**src/rtl/dot_frame_writer_if.sv**
```systemverilog
// Row-write bus between control logic and dot_frame_writer (valid/ready handshake).
// DOT_FRAME_WRITER_MASK_EN adds a per-column write mask to the bus.
interface dot_frame_writer_if;
    logic       wr_valid;
    logic       wr_ready;
    logic [2:0] wr_row;
    logic [7:0] wr_r;
    logic [7:0] wr_g;
    logic       wr_last;
`ifdef DOT_FRAME_WRITER_MASK_EN
    logic [7:0] wr_mask;

    modport master (
        output wr_valid, wr_row, wr_r, wr_g, wr_last, wr_mask,
        input  wr_ready
    );

    modport slave (
        input  wr_valid, wr_row, wr_r, wr_g, wr_last, wr_mask,
        output wr_ready
    );
`else
    modport master (
        output wr_valid, wr_row, wr_r, wr_g, wr_last,
        input  wr_ready
    );

    modport slave (
        input  wr_valid, wr_row, wr_r, wr_g, wr_last,
        output wr_ready
    );
`endif
endinterface

```
**src/rtl/dot_frame_writer.sv**
```systemverilog
// Double-buffered 8x8 bicolour picture writer: rows land in a back buffer, which is copied
// to the displayed front buffer on scan wrap. Optional macro: DOT_FRAME_WRITER_MASK_EN.
module dot_frame_writer #(
    parameter logic [63:0] DEFAULT_R      = 64'h0,
    parameter logic [63:0] DEFAULT_G      = 64'h0,
    parameter bit          SWAP_IMMEDIATE = 1'b0
) (
    input  logic                  clk,
    input  logic                  rst,
    dot_frame_writer_if.slave     wr,
    input  logic                  scan_wrap,
    output logic [63:0]           PICTURE_R,
    output logic [63:0]           PICTURE_G,
    output logic                  frame_done,
    output logic [7:0]            swap_count
);

    typedef enum logic {
        FILL = 1'b0,
        PEND = 1'b1
    } state_t;

    state_t      state;
    logic [63:0] back_r;
    logic [63:0] back_g;
    logic [5:0]  row_base;
    logic [7:0]  mask;
    logic [7:0]  merged_r;
    logic [7:0]  merged_g;
    logic        accept;
    logic        swap_now;

    assign row_base = {wr.wr_row, 3'b000};
    assign accept   = wr.wr_valid && wr.wr_ready;
    assign swap_now = SWAP_IMMEDIATE || scan_wrap;

`ifdef DOT_FRAME_WRITER_MASK_EN
    assign mask = wr.wr_mask;
`else
    assign mask = 8'hFF;
`endif

    // Read-modify-write merge; an all-ones mask degenerates to a plain row replace.
    always_comb begin
        merged_r = (back_r[row_base +: 8] & ~mask) | (wr.wr_r & mask);
        merged_g = (back_g[row_base +: 8] & ~mask) | (wr.wr_g & mask);
    end

    always_ff @(posedge clk or posedge rst) begin
        if (rst) begin
            state       <= FILL;
            wr.wr_ready <= 1'b1;
            back_r      <= DEFAULT_R;
            back_g      <= DEFAULT_G;
            PICTURE_R   <= DEFAULT_R;
            PICTURE_G   <= DEFAULT_G;
            frame_done  <= 1'b0;
            swap_count  <= 8'd0;
        end else begin
            frame_done <= 1'b0;
            case (state)
                FILL: begin
                    if (accept) begin
                        back_r[row_base +: 8] <= merged_r;
                        back_g[row_base +: 8] <= merged_g;
                        if (wr.wr_last) begin
                            state       <= PEND;
                            wr.wr_ready <= 1'b0;
                        end
                    end
                end
                PEND: begin
                    // Copy rather than exchange, so later frames may touch only a few rows.
                    if (swap_now) begin
                        PICTURE_R   <= back_r;
                        PICTURE_G   <= back_g;
                        frame_done  <= 1'b1;
                        swap_count  <= swap_count + 8'd1;
                        state       <= FILL;
                        wr.wr_ready <= 1'b1;
                    end
                end
                default: begin
                    state       <= FILL;
                    wr.wr_ready <= 1'b1;
                end
            endcase
        end
    end

endmodule

```
**src/flat_wrapper.sv**
```systemverilog
// flat-port wrapper written by rule: the top's interface ports become plain ports
module dot_frame_writer_flat 
#(
    parameter logic [63:0] DEFAULT_R      = 64'h0,
    parameter logic [63:0] DEFAULT_G      = 64'h0,
    parameter bit          SWAP_IMMEDIATE = 1'b0
)
  (clk, rst, scan_wrap, PICTURE_R, PICTURE_G, frame_done, swap_count, wr_wr_valid, wr_wr_row, wr_wr_r, wr_wr_g, wr_wr_last, wr_wr_ready);
  dot_frame_writer_if wr_i ();
  input  logic clk;
  input  logic rst;
  input  logic scan_wrap;
  output logic [63:0] PICTURE_R;
  output logic [63:0] PICTURE_G;
  output logic frame_done;
  output logic [7:0] swap_count;
  input wire logic [$bits(wr_i.wr_valid)-1:0] wr_wr_valid;
  input wire logic [$bits(wr_i.wr_row)-1:0] wr_wr_row;
  input wire logic [$bits(wr_i.wr_r)-1:0] wr_wr_r;
  input wire logic [$bits(wr_i.wr_g)-1:0] wr_wr_g;
  input wire logic [$bits(wr_i.wr_last)-1:0] wr_wr_last;
  output wire logic [$bits(wr_i.wr_ready)-1:0] wr_wr_ready;
  assign wr_i.wr_valid = wr_wr_valid;
  assign wr_i.wr_row = wr_wr_row;
  assign wr_i.wr_r = wr_wr_r;
  assign wr_i.wr_g = wr_wr_g;
  assign wr_i.wr_last = wr_wr_last;
  assign wr_wr_ready = wr_i.wr_ready;
  dot_frame_writer #(.DEFAULT_R(DEFAULT_R), .DEFAULT_G(DEFAULT_G), .SWAP_IMMEDIATE(SWAP_IMMEDIATE)) u_core (.clk(clk), .rst(rst), .wr(wr_i), .scan_wrap(scan_wrap), .PICTURE_R(PICTURE_R), .PICTURE_G(PICTURE_G), .frame_done(frame_done), .swap_count(swap_count));
endmodule
```
**config.mk**
```make
export PLATFORM = sky130hd
export DESIGN_NAME = dot_frame_writer_flat
export DESIGN_NICKNAME = d
export VERILOG_FILES = /design/src/rtl/dot_frame_writer_if.sv /design/src/rtl/dot_frame_writer.sv /design/src/flat_wrapper.sv
export SDC_FILE = /design/constraint.sdc
export NUM_CORES = 1
export LEC_CHECK = 0
export CORE_UTILIZATION = 45
export CTS_BUF_LIST = sky130_fd_sc_hd__clkbuf_8
export CTS_CLUSTER_DIAMETER = 200
export DETAILED_ROUTE_END_ITERATION = 8
export DONT_BUFFER_PORTS = 1
export SLEW_MARGIN = 20
export SYNTH_ARGS = -nofsm -noshare
export SYNTH_HDL_FRONTEND = slang
export SYNTH_SLANG_ARGS = --single-unit
```
**constraint.sdc**
```tcl
create_clock -name clk -period 10.49 [get_ports clk]
set_input_delay 2.6225 -clock clk [delete_from_list [all_inputs] [get_ports clk]]
set_output_delay 2.6225 -clock clk [all_outputs]
set_load 0.01 [all_outputs]
```
Yosys cells after proc, flatten, opt, wreduce, memory -nomap -nowiden:

Cells that the tools add are included.
Widths: inputs -> output; s select.

* register bits: 267
* logic and storage cells: 33
* latch bits: 0
* memories kept: 0
* input bits: 24
* output and inout port bits: 138
* bits in writable memories: 0
* ROM bits: 0

* eq/ne operators: 3
* order comparisons: 0
* shift-type cells: 3
* bitwise logic cells: 1
* muxes and demuxes: 12
* reduce and logical (&&, ||, !) cells: 4
* $add $sub $neg: 2
* divide/modulo/power cells: 0
* multipliers: 0

Operators by type and width (count)
* $bwmux 64: 2
* $shiftx 8x8->64: 2
* $shift 8x8->64 const A: 1
* $add 8x1->8 const B: 1
* $mux 1: 8
* $neg 6->8: 1
* $ne 2x2->1 const B: 2
* $pmux 1 s2: 2
* $reduce_and 2->1: 2
* $reduce_and 3->1: 1
* $ne 2x1->1 const B: 1
* $logic_and 1x1->1: 1
* $not 1->1: 1

Longest topological paths before layout:

Gate-level depths: netlist (run 1).

* word-level depth: 3
* depth in mapped cells: 9
* mapped depth without buffers: 6

Worst setup path before layout (run 1):

OpenSTA, ideal clock, no wires.

* path type: input -> register
* start: input port wr_wr_row[0]
* end: register u_core.back_g[49]
* data required time: 10.365 ns
* cell stages on the path: 9
* buffers on the path: 3
* library setup time: 0.125 ns
* path slack: 5.719 ns
* arrival time: 4.646 ns
* cells stage by stage: buf_4 inv_1 ha_1 ha_1 nand4bb_1 buf_2 nor3_2 buf_6 mux2_2

* longest elaborated chain between the ends: 3
* elaborated cells between the ends (all ways): 4
* those cells by class: 1 x add/sub; 2 x shift; 1 x mux

Ends and longest elaborated chain
* start, declared: line flat_wrapper.sv:18 `input wire logic [$bits(wr_i.wr_row)-1:0] wr_wr_row;`
* $neg 6->8 (*): line dot_frame_writer.sv:65 `back_g[row_base +: 8] <= merged_g;`
* $shiftx 8x8->64 or $shift 8x8->64 (tied branches): line dot_frame_writer.sv:65
* $bwmux 64 (*): line dot_frame_writer.sv:65
* end signal, assigned by index: line dot_frame_writer.sv:65
* end, declared: line dot_frame_writer.sv:25 `logic [63:0] back_g;`

Mark *: on every way between the ends. The rest lies on a longest branch, timed or not.
A chain may end at the register's enable or synchronous reset.

Worst setup path after layout (run 1):

* start: input port wr_wr_row[0]
* end: register u_core.back_g[54]

The elaborated chain is that of the path after synthesis.

==> results of run 1 <==
metrics by stage:
stage	hold WS [ns]	instance area, um2	utilization, %
3_3_place_gp	0.442	10500	46.7
2_1_floorplan	0.432	10300	-
4_1_cts	0.454	11400	50.4
5_1_grt	0.487	11400	50.4
6_report	0.453	11400	50.4
3_5_place_dp	0.447	10500	46.7
layer usage:
| metal | GRT usage [%] | share of wire, % |
|---|---|---|
| met5 | 0 | 0 |
| met4 | 5.29 | 1.6 |
| met3 | 8.08 | 9.0 |
| met2 | 29.9 | 44 |
| met1 | 26.2 | 46 |
critical path, delay by kind of cell:
| kind | cells | cell delay, ns |
|---|---|---|
| buffers and inverters | 1 | 0.03 |
| adder cells (fa/ha/maj) | 2 | 0.68 |
| multiplexers | 1 | 0.41 |
| AND/OR/NAND/NOR | 2 | 1.31 |
flip-flops by register name (all words and copies together), names as in the netlist:
| signal | flops |
|---|---|
| u_core.wr.wr_ready | 1 |
| u_core.state | 1 |
| u_core.swap_count | 8 |
| u_core.PICTURE_R | 64 |
| u_core.back_g | 64 |
| u_core.frame_done | 1 |
| u_core.PICTURE_G | 64 |
| u_core.back_r | 64 |
worst max path at each step:
stage                 startpoint                   to  slack, ns  cells past startpoint
global placement    wr_wr_row[0]    u_core.back_g[54]       5.38                      6
detailed placement  wr_wr_row[0]    u_core.back_g[51]       5.27                      6
global route        wr_wr_row[0]    u_core.back_g[49]       5.67                      6
CTS                 wr_wr_row[0]    u_core.back_g[54]       5.84                      6
finish              wr_wr_row[0]    u_core.back_g[54]       5.84                      6
floorplan                    rst  u_core.PICTURE_G[0]       0.52                      1
power groups by stage:
stage | clock network [mW] | logic, mW | registers, mW
after floorplan | 0 | 0.251 | 1.47
after global placement | 0 | 0.282 | 1.53
after detailed placement | 0 | 0.294 | 1.53
after CTS | 0.892 | 0.294 | 1.52
after global routing | 0.936 | 0.339 | 1.55
final | 0.862 | 0.288 | 1.51
synthesized netlist by cell type (2+ instances only):
master / count
and2b_1: 3
and3_1: 6
nor3_2: 2
xnor2_1: 7
mux2i_1: 13
mux2_2: 105
o31ai_1: 3
mux2_4: 7
o21ai_0: 17
buf_2: 5
nor2_1: 2
buf_6: 2
buf_4: 5
ha_1: 4
nand4_1: 5
nand2_1: 380
inv_1: 18
clkbuf_1: 23
dfrtp_1: 266
nand3b_1: 2
nor3b_1: 3
buf_1: 5
kinds of logic after synthesis:
kind of cell             after synthesis
flip-flops                           267
AND/OR/NAND/NOR                      414
buffers and inverters                 60
multiplexers                         125
adder cells (fa/ha/maj)                4
XOR/XNOR                               7
AO/OA/AOI/OAI                         22
area by class of cell:
class	count	area, um2
Fill cell	2096	11200
Clock inverter	20	106
Clock buffer	53	729
Multi-Input combinational cell	572	3370
Timing Repair Buffer	6	57.6
Inverter	19	81.3
Sequential cell	267	6680
Tap cell	285	357
==> out/qor.yml, run 1 <==
die:
  die_h_um: 153
  row_count: 55
  initial_core_util_pct: 45.7
  coreArea_um2: 22600
  ios: 162
  chipWidth_um: 153
  die_area_um2: 23500
clocking:
  clockBufferDepth: 3
  postCtsSetupRepairBufs: 0
  cts.sinks: 267
  cts_tree: "yes"
  cts_buffers: 43
  ctsResizeCount: 0
  htree_num_levels: 2
  path_clk_slew_ns: 0.06
  cts_root_buf: "clkbuf_8"
  clk-insertion-delay-late_ns: 0.52
  cts_hold_buf: 0
logic_synthesis:
  syn_area_per_cell_um2: 11.5
  async_flop_share_pct: 100
  synthTopCellsByArea: "dfrtp_1, nand2_1, mux2_2, mux2i_1, mux2_4"
  ys.flop_type: "dfrtp_1"
  yosys_warnings: 0
  synth_adder_area_share_pct: 0.486
  ys_ff_latch: 267
  synth_area_um2: 10300
  yosysTopAreaCellShare_pct: 64.6
  synth_compound_area_share_pct: 1.18
  synth_top_family_by_area: "simple AND/OR/NAND/NOR gates"
  syn-num-nets: 927
  yosysTopAreaCell: "dfrtp_1"
  yosys.area_share.xor_xnor_pct: 0.595
  netlist_instances: 899
  synth_mux_area_share_pct: 13.8
  yosys.area_share.simple_pct: 16.5
  synth.distinct_cells: 38
  ys_seq_area_share_pct: 64.8
  synth-edff-count: 0
hold_path:
  worstHoldPathCells: 2
  hp-start: "u_core.back_r[31]"
  hold_path_end: "u_core.PICTURE_R[31]"
  hold_path_class: "reg2reg"
worst_setup_path:
  rr_worst_depth: 5
  path_cells: "inv_1 > ha_1 > ha_1 > nand4bb_1 > nor3_4 > mux2_2"
  cpMaxStageDelayCell: "nor3_4"
  required_ns: 10.89
  path_class: "in2reg"
  arrival_ns: 5.05
  r2r-start: "u_core.state"
  rrSetupSlack_ns: 7.80
  cpPeakStageDelay_ns: 0.84
  crit_path_frequent_cell: "ha_1"
  worstSetupStartpointType: "input port"
  endpoint_kind: "register"
  rr_endpoint: "u_core.swap_count[7]"
  worstPathMaxFanout: 16
sta:
  relSlewSlack_pct: 26.7
  finalMaxSlewViolations: 0
  fmax_ghz: 0.215
  worst_slack_ns: 5.84
  tns_ns: 0
  rsz0062_at_grt: "false"
  worst_pin_slew_ns: 1.10
  finalHoldViolations: 0
  setup_viol: 0
  finClkSkew_ns: 0.0102
  post-route-period-util_pct: 44.3
  period_minus_slack_ns: 4.65
power_and_ir_drop:
  power_switching_share_pct: 28.6
  vdd_drop_max_uv: 92.5
  power.total_mw: 2.66
  p_leak_nw: 6.14
  pwr-share-clk_pct: 32.4
  pwr-share-seq_pct: 56.8
  p_int_mw: 1.90
  power_frac_comb_pct: 10.8
  power_density_nw_per_um2: 234
  power.switching_mw: 0.761
layout:
  nets: 937
  fin_cells: 1222
  num_antenna_cells: 0
  layout_commonest_cell: "nand2_1"
  drive_gt1_share_pct: 20.0
  area_delta_synth_final_pct: 10.4
  final_cell_mix: "nand2_1, dfrtp_1, mux2_2, clkbuf_8, inv_1"
outcome:
  status: "complete, no violations"
routing:
  drcViolationCount: 0
  first_iter_violations: 306
  wl_per_cell_um: 18.3
  drt-total-wl_um: 22400
  vias_per_cell: 5.04
  first_pass_iters: 4
  dr_total_vias: 6157
  postRouteAntennaNets: 0
grt:
  grt_start_max_net_pins: 140
  grt_pass1_wl_um: 36000
  grt_usage_pct: 19.7
  overflow: 0
  grt_pass1_vias: 6386
  antenna_found_initial: 0
run:
  maxCapViolCount: 0
place:
  portBuffers: 0
  place.gp.congestion: 0.784
  pre_cts_slack_ns: 5.27
  dp_hpwl_um: 13800
  dp_cells: 1149
No activity file was read; power rests on OpenSTA's default activity.
==> inputs of run 2 (changes only) <==
- clock period: 10.49 -> 4.1 ns (I/O delays scaled with it)
==> out/qor.yml, run 2 (synthesis gave the netlist of run 1 again) <==
layout:
  area_delta_synth_final_pct: 11.7
  num_antenna_cells: 0
  multi_input_area_um2: 3370
  layout_commonest_cell: "nand2_1"
  seq_area_um2: 6680
  n_fill_cell: 2088
  nets: 949
  drive_gt1_share_pct: 20.7
  final_cell_mix: "nand2_1, dfrtp_1, mux2_2, clkbuf_8, inv_1"
place:
  portBuffers: 0
  place.gp.congestion: 0.789
  dp_hpwl_um: 14600
  pre_cts_slack_ns: 0.846
sta:
  relSlewSlack_pct: 41.9
  worst_slack_ns: 1.42
  whs_ns: 0.451
  post-route-period-util_pct: 65.3
  finalMaxSlewViolations: 0
  tns_ns: 0
  fmax_ghz: 0.373
  finalHoldViolations: 0
  worst_pin_slew_ns: 0.871
  finClkSkew_ns: 0.0155
  rsz0062_at_grt: "false"
  period_minus_slack_ns: 2.68
  setup_viol: 0
clocking:
  cts.sinks: 267
  ctsResizeCount: 0
  cts_buffers: 44
  clk-insertion-delay-late_ns: 0.55
  cts_hold_buf: 0
  cts_tree: "yes"
  postCtsSetupRepairBufs: 0
  path_clk_slew_ns: 0.06
  clockBufferDepth: 3
  cts_root_buf: "clkbuf_8"
  htree_num_levels: 2
grt:
  grt_pass1_wl_um: 37000
  overflow: 0
  grt_start_max_net_pins: 86
  antenna_found_initial: 0
  grt_usage_pct: 20.3
  grt_pass1_vias: 6524
routing:
  wl_per_cell_um: 18.6
  drcViolationCount: 0
  first_iter_violations: 338
  vias_per_cell: 5.12
  postRouteAntennaNets: 0
  dr_total_vias: 6349
  drt-total-wl_um: 23100
  first_pass_iters: 4
die:
  ios: 162
  row_count: 55
  die_h_um: 153
  coreArea_um2: 22600
  die_area_um2: 23500
  chipWidth_um: 153
  initial_core_util_pct: 45.7
worst_setup_path:
  arrival_ns: 3.11
  path_class: "in2reg"
  worstSetupStartpointType: "input port"
  required_ns: 4.53
  worstPathMaxFanout: 9
  endpoint_kind: "register"
power_and_ir_drop:
  power.total_mw: 6.81
  p_leak_nw: 6.23
  vdd_drop_max_uv: 273
  power_density_nw_per_um2: 592
run:
  maxCapViolCount: 0
hold_path:
  hold_path_class: "reg2reg"
outcome:
  status: "complete, no violations"
run 2: cell types whose count changed in the layout (fill, tap and decap cells not counted):
cell        previous run  this run
clkinvlp_4             0         1
buf_12                 1         5
inv_6                  0         3
buf_4                  5        12
inv_8                  1         0
clkbuf_8              53        52
nor2_1                 2         1
clkinv_2               4         2
inv_1                 32        40
nor2_2                 1         2
bufinv_16              1         0
run 2: report_power, final:
group | internal (mW) | switching, mW | leakage, nW
sequential | 3.28 | 0.603 | 3.56
combinational | 0.376 | 0.374 | 2.15
clock | 1.16 | 1.03 | 0.518
run 2: cell type report:
class | count | share of cell area, %
Clock buffer | 52 | 6.21
Clock inverter | 28 | 1.06
Inverter | 19 | 0.674
Multi-Input combinational cell | 572 | 29.3
Sequential cell | 267 | 58.0
Tap cell | 285 | 3.10
Timing Repair Buffer | 17 | 1.65
run 2: metrics by stage:
stage	std cells	util (%)	instance area [um2]
floorplan	899	-	10300
global placement	1160	47.3	10700
detailed placement	1160	47.3	10700
CTS	1240	51.0	11500
global route	1240	51.0	11500
finish	1240	51.0	11500
run 2: metal layers:
metal  wire [um]  GRT usage, %  vias to the layer above
li1            -             -                     2944
met1       10300          26.9                     3195
met2       10600          31.8                      167
met3        1750          6.83                       43
met4         448          5.90                        0
met5           0             0                        -
run 2: worst paths after layout:
path,depth (start not counted),slack (ns),start,end
max,7,1.42,wr_wr_row[0],u_core.back_r[48]
min,2,0.45,u_core.back_g[0],u_core.PICTURE_G[0]
max reg2reg,4,1.83,u_core.wr.wr_ready,u_core.back_r[48]
min reg2reg,2,0.45,u_core.back_g[0],u_core.PICTURE_G[0]
max in group asynchronous,2,2.83,rst,u_core.PICTURE_G[34]
min in group asynchronous,1,0.47,rst,u_core.swap_count[7]
run 2: critical path, cell delays in order:
cell and delay (ns):
inv_1 0.03, ha_1 0.21, ha_1 0.28, nand4bb_1 0.40
nor3_4 0.53, buf_4 0.28, mux2_2 0.35
